File: src/rtl/dram_fifo64_reader.sv
// ---------------------------------------------------------------------------
// dram_fifo64_reader
//
// First-word-fall-through FIFO built on a 64-entry LUT-RAM store
// (synchronous write, asynchronous read) with a registered valid/ready
// output stage. Total capacity is 65 words: 64 in RAM plus 1 in the
// output register.
//
// Handshake: RD_DATA is a transfer when RD_VALID=1 and RD_READY=1 on the
// same rising edge. While RD_VALID=1 and RD_READY=0, RD_VALID and RD_DATA
// are held unchanged. A write is accepted on a rising edge when WR_EN=1
// and FULL=0; nothing else gates it.
//
// Parameters
//   WIDTH        data word width (1..64)
//   AF_LEVEL     ALMOST_FULL threshold on RAM occupancy (1..64)
//
// Ports
//   CLK          clock, rising edge
//   RST_N        asynchronous active-low reset
//   WR_EN        write request
//   WR_DATA      write word
//   FULL         RAM occupancy == 64 (registered)
//   ALMOST_FULL  RAM occupancy >= AF_LEVEL (registered)
//   OVERFLOW     sticky: a write was attempted while FULL=1
//   RD_VALID     RD_DATA holds a valid head word
//   RD_READY     downstream accepts RD_DATA
//   RD_DATA      head word (registered)
//   LEVEL        [6:0] words held = RAM occupancy + RD_VALID, only when
//                the macro DRAM_FIFO_LEVEL_EN is defined
//
// Configuration macro: DRAM_FIFO_LEVEL_EN (adds the LEVEL output).
// ---------------------------------------------------------------------------
module dram_fifo64_reader #(
    parameter int WIDTH    = 8,
    parameter int AF_LEVEL = 48
) (
    input  logic             CLK,
    input  logic             RST_N,
    input  logic             WR_EN,
    input  logic [WIDTH-1:0] WR_DATA,
    output logic             FULL,
    output logic             ALMOST_FULL,
    output logic             OVERFLOW,
    output logic             RD_VALID,
    input  logic             RD_READY,
    output logic [WIDTH-1:0] RD_DATA
`ifdef DRAM_FIFO_LEVEL_EN
    ,
    output logic [6:0]       LEVEL
`endif
);

    logic [WIDTH-1:0] mem [0:63];
    logic [5:0]       wr_ptr;
    logic [5:0]       rd_ptr;
    logic [6:0]       ram_cnt;
    logic [6:0]       ram_cnt_nxt;
    logic             wr_acc;
    logic             ld;
    logic             rd_valid_nxt;

    // FULL is the registered flag, so a load in the same cycle never frees
    // a slot for a write that arrives while FULL=1.
    assign wr_acc = WR_EN & ~FULL;

    // Refill the output register when it is empty or being drained.
    assign ld = (ram_cnt != 7'd0) & (~RD_VALID | RD_READY);

    assign ram_cnt_nxt = ram_cnt + {6'd0, wr_acc} - {6'd0, ld};

    always_comb begin
        rd_valid_nxt = RD_VALID;
        if (ld) begin
            rd_valid_nxt = 1'b1;
        end else if (RD_VALID & RD_READY) begin
            rd_valid_nxt = 1'b0;
        end
    end

    // Storage has no reset, matching LUT-RAM primitives.
    always_ff @(posedge CLK) begin
        if (wr_acc) begin
            mem[wr_ptr] <= WR_DATA;
        end
    end

    always_ff @(posedge CLK or negedge RST_N) begin
        if (!RST_N) begin
            wr_ptr      <= 6'd0;
            rd_ptr      <= 6'd0;
            ram_cnt     <= 7'd0;
            FULL        <= 1'b0;
            ALMOST_FULL <= 1'b0;
            OVERFLOW    <= 1'b0;
            RD_VALID    <= 1'b0;
            RD_DATA     <= '0;
        end else begin
            if (wr_acc) begin
                wr_ptr <= wr_ptr + 6'd1;
            end
            if (ld) begin
                // ram_cnt != 0 guarantees mem[rd_ptr] was written on an
                // earlier edge, so the async read never sees a word in flight.
                RD_DATA <= mem[rd_ptr];
                rd_ptr  <= rd_ptr + 6'd1;
            end
            RD_VALID    <= rd_valid_nxt;
            ram_cnt     <= ram_cnt_nxt;
            FULL        <= (ram_cnt_nxt == 7'd64);
            ALMOST_FULL <= (ram_cnt_nxt >= 7'(AF_LEVEL));
            if (WR_EN & FULL) begin
                OVERFLOW <= 1'b1;
            end
        end
    end

`ifdef DRAM_FIFO_LEVEL_EN
    always_ff @(posedge CLK or negedge RST_N) begin
        if (!RST_N) begin
            LEVEL <= 7'd0;
        end else begin
            LEVEL <= ram_cnt_nxt + {6'd0, rd_valid_nxt};
        end
    end
`endif

endmodule

File: config.mk
export PLATFORM = sky130hd
export DESIGN_NAME = dram_fifo64_reader
export DESIGN_NICKNAME = d
export VERILOG_FILES = /design/src/rtl/dram_fifo64_reader.sv
export SDC_FILE = /design/constraint.sdc
export NUM_CORES = 1
export LEC_CHECK = 0
export ABC_CLOCK_PERIOD_IN_PS = 4900
export CAP_MARGIN = 20
export CELL_PAD_IN_SITES_DETAIL_PLACEMENT = 0
export CELL_PAD_IN_SITES_GLOBAL_PLACEMENT = 1
export CORE_MARGIN = 8
export CORE_UTILIZATION = 55
export DETAILED_ROUTE_END_ITERATION = 6
export PLACE_DENSITY = 0.84
export SLEW_MARGIN = 20
export SYNTH_ARGS = -nofsm -noshare
export SYNTH_HDL_FRONTEND = slang
export SYNTH_SLANG_ARGS = --single-unit
File: constraint.sdc
create_clock -name CLK -period 4.9 [get_ports CLK]
set_input_delay 0.98 -clock CLK [delete_from_list [all_inputs] [get_ports CLK]]
set_output_delay 0.98 -clock CLK [all_outputs]
set_load 0.05 [all_outputs]
---- Word-level counts from Yosys, hierarchy flattened ----
Memory sizes are Yosys's and may differ from the RTL's. A register that Yosys moved wholly into a read port is not among the register bits.
Cells that the tools add are included.
word-level totals
  bits in registers ....................... 23
  memory bits (writable) .................. 512
  bits of input ports ..................... 12
  logic and storage cells ................. 28
  memories kept ........................... 1
memory list
  name  depth  width  rd ports  clocked after Yosys merged registers in  wr ports  line  RTL
  mem   64     8      1         1                                        1         54    logic [WIDTH-1:0] mem [0:63];
cells by class
  add/subtract/negate cells ............... 4
  order comparisons ....................... 1
  equal/unequal tests ..................... 1
  muxes and demuxes ....................... 4
  bitwise logic cells ..................... 7
  reduce and logical (&&, ||, !) cells .... 3
operators with widths
  operator                                                            count
  adder 6 x 1 -> 6 bit (second input constant)                        2
  adder 7 x 1 -> 7 bit                                                1
  == test 7 bit (second input constant)                               1
  greater-or-equal comparator 7 x 6 -> 1 bit (second input constant)  1
  nonzero test 7 bit                                                  1
  subtractor 7 x 1 -> 7 bit                                           1
  AND 1 bit                                                           4
  2-to-1 mux 1 bit                                                    4
  NOT 1 bit                                                           2
  nonzero test 2 bit                                                  1
  zero test 1 bit                                                     1
  bitwise OR 1 bit                                                    1

---- Longest topological paths before layout ----
  depth in word-level cells ............... 5
  mapped depth ............................ 16
  mapped depth without buffers ............ 16

---- Worst setup path after synthesis ----
OpenSTA, ideal clock, no wires.
  path type ............................... input -> register
  from .................................... in WR_EN
  to ...................................... reg FULL
  arrival ................................. 3.292 ns
  data required time ...................... 4.795 ns
  setup slack ............................. 1.503 ns
  stages on the path ...................... 11
  buffers on the path ..................... 1
  cell sequence ........................... nor2b_1 clkbuf_1 inv_1 ha_1 inv_1 ha_1 inv_1 fa_1 inv_1 or4_1 nor4b_1
between the ends
  longest elaborated chain between the ends .. 4
RTL lines
  element                    line  RTL
  start, declared            40    input logic WR_EN,
  AND 1 bit                  65    assign wr_acc = WR_EN & ~FULL;
  adder 7 x 1 -> 7 bit       70    assign ram_cnt_nxt = ram_cnt + {6'd0, wr_acc} - {6'd0, ld};
  subtractor 7 x 1 -> 7 bit  70
  net ram_cnt_nxt[1]         58    logic [6:0] ram_cnt_nxt;
  == test 7 bit              110   FULL <= (ram_cnt_nxt == 7'd64);
  end signal, assigned       110
  end, declared              42    output logic FULL,
The timed path passes the listed nets, and every way through them passes these cells.
A chain may end at the register's enable or synchronous reset.

---- Worst setup path after layout ----
  from .................................... reg ram_cnt[2]
  to ...................................... reg FULL
between the ends
  longest elaborated chain between the ends .. 4
RTL lines
  element                    line  RTL
  start, declared            57    logic [6:0] ram_cnt;
  start signal, assigned     109   ram_cnt <= ram_cnt_nxt;
  nonzero test 7 bit         68    assign ld = (ram_cnt != 7'd0) & (~RD_VALID | RD_READY);
  AND 1 bit                  68
  net ld                     60    logic ld;
  subtractor 7 x 1 -> 7 bit  70
  net ram_cnt_nxt[6]         58
  == test 7 bit              110
The timed path passes the listed nets, and every way through them passes these cells.

==> results.md <==
- The flow ran to the end, and the final reports show no timing, DRC or antenna violations.
- The smallest setup slack after layout is 1130 ps.
- The first detailed-routing pass ran for 6 iterations.
- After detailed placement, the design holds a cell count of 1620.
- Timing analysis after detailed placement gives a worst setup slack of 804 ps.
- The repair_antennas step left the layout with diodes totalling 0.
- After detailed routing, the average wire length per cell comes to 26.4 um.
- The Yosys warning count is 0.
- Detailed routing inserted a total of 10600 vias.
- Setup violations remaining at the end of the flow were counted as 0.
- The number of antenna violations at the first check in global routing is 0.
- The floorplan step set the die height to 214 um.
- The worst setup path is launched from a flop.
- In the global route stage, overall resource usage came out at 19.7%.
- Counting flops and latches in the post-synthesis netlist gives 543.
- The worst register-to-register path begins at ram_cnt[2].
- The maximum buffer depth of the clock tree is 3.
- After detailed routing, the number of remaining DRC violations is 0.
- In this run the tightest slew margin relative to its limit is 36.4%.
- Of all flip-flops after synthesis, the portion carrying an async set or reset was 5.71%.
- The total negative slack is 0 ps.
- The initial DRC count is 1218.
- Yosys mapped a number of flops with a built-in enable equal to 512.
- The global-route wire length before repair is 68.4 mm.
- TritonCTS built the clock tree.
- Summing internal, switching and leakage power gives 13.6 mW.
- Once layout is done, the placed cells without fillers occupy 24000 um2.
- The mapped cell area is 21600 um2.
- The number of nets in the synthesized netlist is 1147.
- The signal on the critical path passes through inv_1, ha_1, nor4b_1, nand2_1, nand2_2, inv_1, ha_1, inv_1, ha_1, inv_1, fa_1, nand2b_1, a21oi_1, o2111ai_1, o211ai_1, nor4b_1.
- The number of cells produced by synthesis is 1123.
- Clock-pin slew was measured on the worst setup and hold paths at 60 ps.
- The worst hold path terminates at OVERFLOW.
- Across the run, the number of max-cap violations was 0.
- Grouping stages by cell kind, the critical path spends the most delay in simple AND/OR/NAND/NOR gates.
- IR analysis of the VDD net gives a maximum drop of 0.000273 V.
- The clock arrives with 24.0 ps of skew.
- The detailed placer's ending HPWL is 27.4 mm.
- For this run the aggregate overflow at the end of global routing stands at 0.
- The number of buffers and inverters on the critical path is 4.
- The static power due to leakage is 7.83 nW.
- The worst hold slack across all endpoints is 457 ps.
- For the finished layout, the period the worst path requires is 3770 ps.
- The total length of routed wires is 45.2 mm.
- The power per cell area is 567 nW/um2.
- The highest achievable clock rate is 0.265 GHz.
- The die is 214 um wide.
- The post-cts resize count is 0.
- The worst register-to-register path ends at FULL.
- The clock insertion delay at the later pin of the skew report is 600 ps.
- The mean cell area of the mapped netlist is 19.2 um2.
- The slowest stage of the critical path belongs to the cell sky130_fd_sc_hd__nor4b_1.
- Setup repair after global routing left no endpoint under its margin.
- The final cell count without fillers is 1715.
- In this design, the stage delay of the slowest critical-path cell is 500 ps.
- For the pin with the worst max-slew slack, the measured transition is 954 ps.
- Along the worst hold path, the cell count comes to 1.
- The post-route netlist has 17.8% of its cells at a drive strength greater than 1.
- In this run the worst path has a maximum fanout of 10.
- The quantity of I/O buffers inserted on ports is 23.
- Synthesis instantiated 65 different standard cells from the library.
- The synthesis-to-finish area growth is 11.2%.
- The final design utilization is 62.0%.
- Entering global routing, the biggest net connects 74 pins.
- The die outline area is 45900 um2.
- Data on the critical path arrives at its endpoint at 4230 ps.
- The hold buffer count at cts is 0.
- The initialized floorplan defines 72 standard-cell rows.
- Summing all placed instances gives a cell area of 22200 um2.
- The sink count of the clock tree is 543.
- In this run the count of I/O pins placed on the die edge is 24.
- The sequential fraction of the synthesis area is 74.8%.
- The placeable core region is 38700 um2.
- In this run the remaining antenna-violating nets after routing total 0.
- STA classifies the critical path endpoint as a flop.
- The required time of the critical path is 5360 ps.
- Clock tree synthesis selected as its root buffer the cell sky130_fd_sc_hd__clkbuf_16.
- Using the TritonRoute via totals, the vias-per-cell ratio works out to 6.21.
- The number of setup buffers added after CTS is 0.
- The via count of the first global-routing pass is 11000.
- The share of the clock period used by the worst path after layout is 76.9%.
- Among the stages of the critical path, the cell type that occurs most often is sky130_fd_sc_hd__inv_1.
- In the layout the commonest cells are 512 x sky130_fd_sc_hd__edfxtp_1, 102 x sky130_fd_sc_hd__mux2i_1, 86 x sky130_fd_sc_hd__mux4_2.
- The class of the tightest hold or removal check is reg2reg.
- The net count of the finished layout is 1182.
- For this run, the leading register cell type out of synthesis is sky130_fd_sc_hd__edfxtp_1.
- The count of final max-slew check failures is 0.
- The number of clock buffers added by TritonCTS is 53.
- The slack of the worst reg-to-reg path is 1130 ps.
- The number of cells on the worst reg-to-reg path is 16.
- The hold path startpoint is OVERFLOW.
- The most frequent standard cell in the layout excluding fill and tap cells is sky130_fd_sc_hd__edfxtp_1.
- The clock tree synthesis step divided the H-tree into 2 levels.
- The number of failing hold endpoints at the final stage is 0.
- The starting density of the core is 55.8%.
- The critical path in this run is classified as reg2reg.
- The congestion estimate from routability-driven global placement came to 0.820.
-- per-layer routing --
metal	vias to the layer above	share of wire (%)	track usage [%]
li1	4637	-	-
met5	-	0	0
met3	94	7.7	4.26
met1	5469	41	27.3
met2	449	48	30.5
met4	0	3.3	7.47
-- logic make-up after synthesis --
logic type                 share of synthesized area (%)
and+or+nand+nor                                     4.41
xor gates and xnor gates                           0.487
buffers and inverters                               2.02
muxes                                               13.9
adders and majority gates                          0.730
DFF                                                 74.8
AOI/OAI and AO/OA                                   3.72
-- worst register-to-register path, stage by stage, from the launching register on --
cell and delay [ps]:
sky130_fd_sc_hd__dfrtp_1 370, sky130_fd_sc_hd__inv_1 90, sky130_fd_sc_hd__ha_1 150, sky130_fd_sc_hd__nor4b_1 500, sky130_fd_sc_hd__nand2_1 140, sky130_fd_sc_hd__nand2_2 240, sky130_fd_sc_hd__inv_1 180, sky130_fd_sc_hd__ha_1 300
sky130_fd_sc_hd__inv_1 50, sky130_fd_sc_hd__ha_1 160, sky130_fd_sc_hd__inv_1 60, sky130_fd_sc_hd__fa_1 420, sky130_fd_sc_hd__nand2b_1 160, sky130_fd_sc_hd__a21oi_1 270, sky130_fd_sc_hd__o2111ai_1 140, sky130_fd_sc_hd__o211ai_1 140
sky130_fd_sc_hd__nor4b_1 280
-- how the worst max path moves through the flow --
stage,start,to,slack [ps],cells after the start
after detailed placement,RD_READY,FULL,800,14
after CTS,ram_cnt[2],FULL,1100,16
after global placement,WR_EN,FULL,930,12
after global routing,ram_cnt[3],FULL,740,16
final,ram_cnt[2],FULL,1130,16
after floorplan,WR_EN,FULL,1500,11
-- cells in the mapped netlist, types with 13 or more instances --
cell,number,share of area [%]
sky130_fd_sc_hd__mux2i_1,102,4.7
sky130_fd_sc_hd__mux4_2,86,9.0
sky130_fd_sc_hd__o21ai_0,15,0.35
sky130_fd_sc_hd__dfrtp_1,31,3.6
sky130_fd_sc_hd__buf_2,13,0.30
sky130_fd_sc_hd__o22ai_1,17,0.49
sky130_fd_sc_hd__nand2_1,19,0.33
sky130_fd_sc_hd__inv_1,14,0.24
sky130_fd_sc_hd__nor2_1,80,1.4
sky130_fd_sc_hd__edfxtp_1,512,71
sky130_fd_sc_hd__a22oi_1,23,0.80
sky130_fd_sc_hd__clkbuf_1,23,0.40
-- power by group --
group	switching [mW]	total, mW	internal [mW]
clock	1.69	4.13	2.44
combinational	2.10	3.69	1.59
sequential	0.429	5.80	5.37
-- cell type report --
| type | instances | area (um2) |
|---|---|---|
| clock buffers | 63 | 1390 |
| clock inverters | 31 | 373 |
| fillers | 2657 | 14700 |
| inverters | 14 | 52.6 |
| multi-input cells | 506 | 5020 |
| flip-flops and latches | 543 | 16200 |
| well taps | 518 | 648 |
| repair buffers | 40 | 370 |
-- flip-flops by register name, summed over array words and instances (netlist names) --
signal       flops
mem            512
RD_DATA          8
ram_cnt          7
rd_ptr           6
wr_ptr           6
ALMOST_FULL      1
FULL             1
OVERFLOW         1
RD_VALID         1
(Power assumes the default switching activity.)
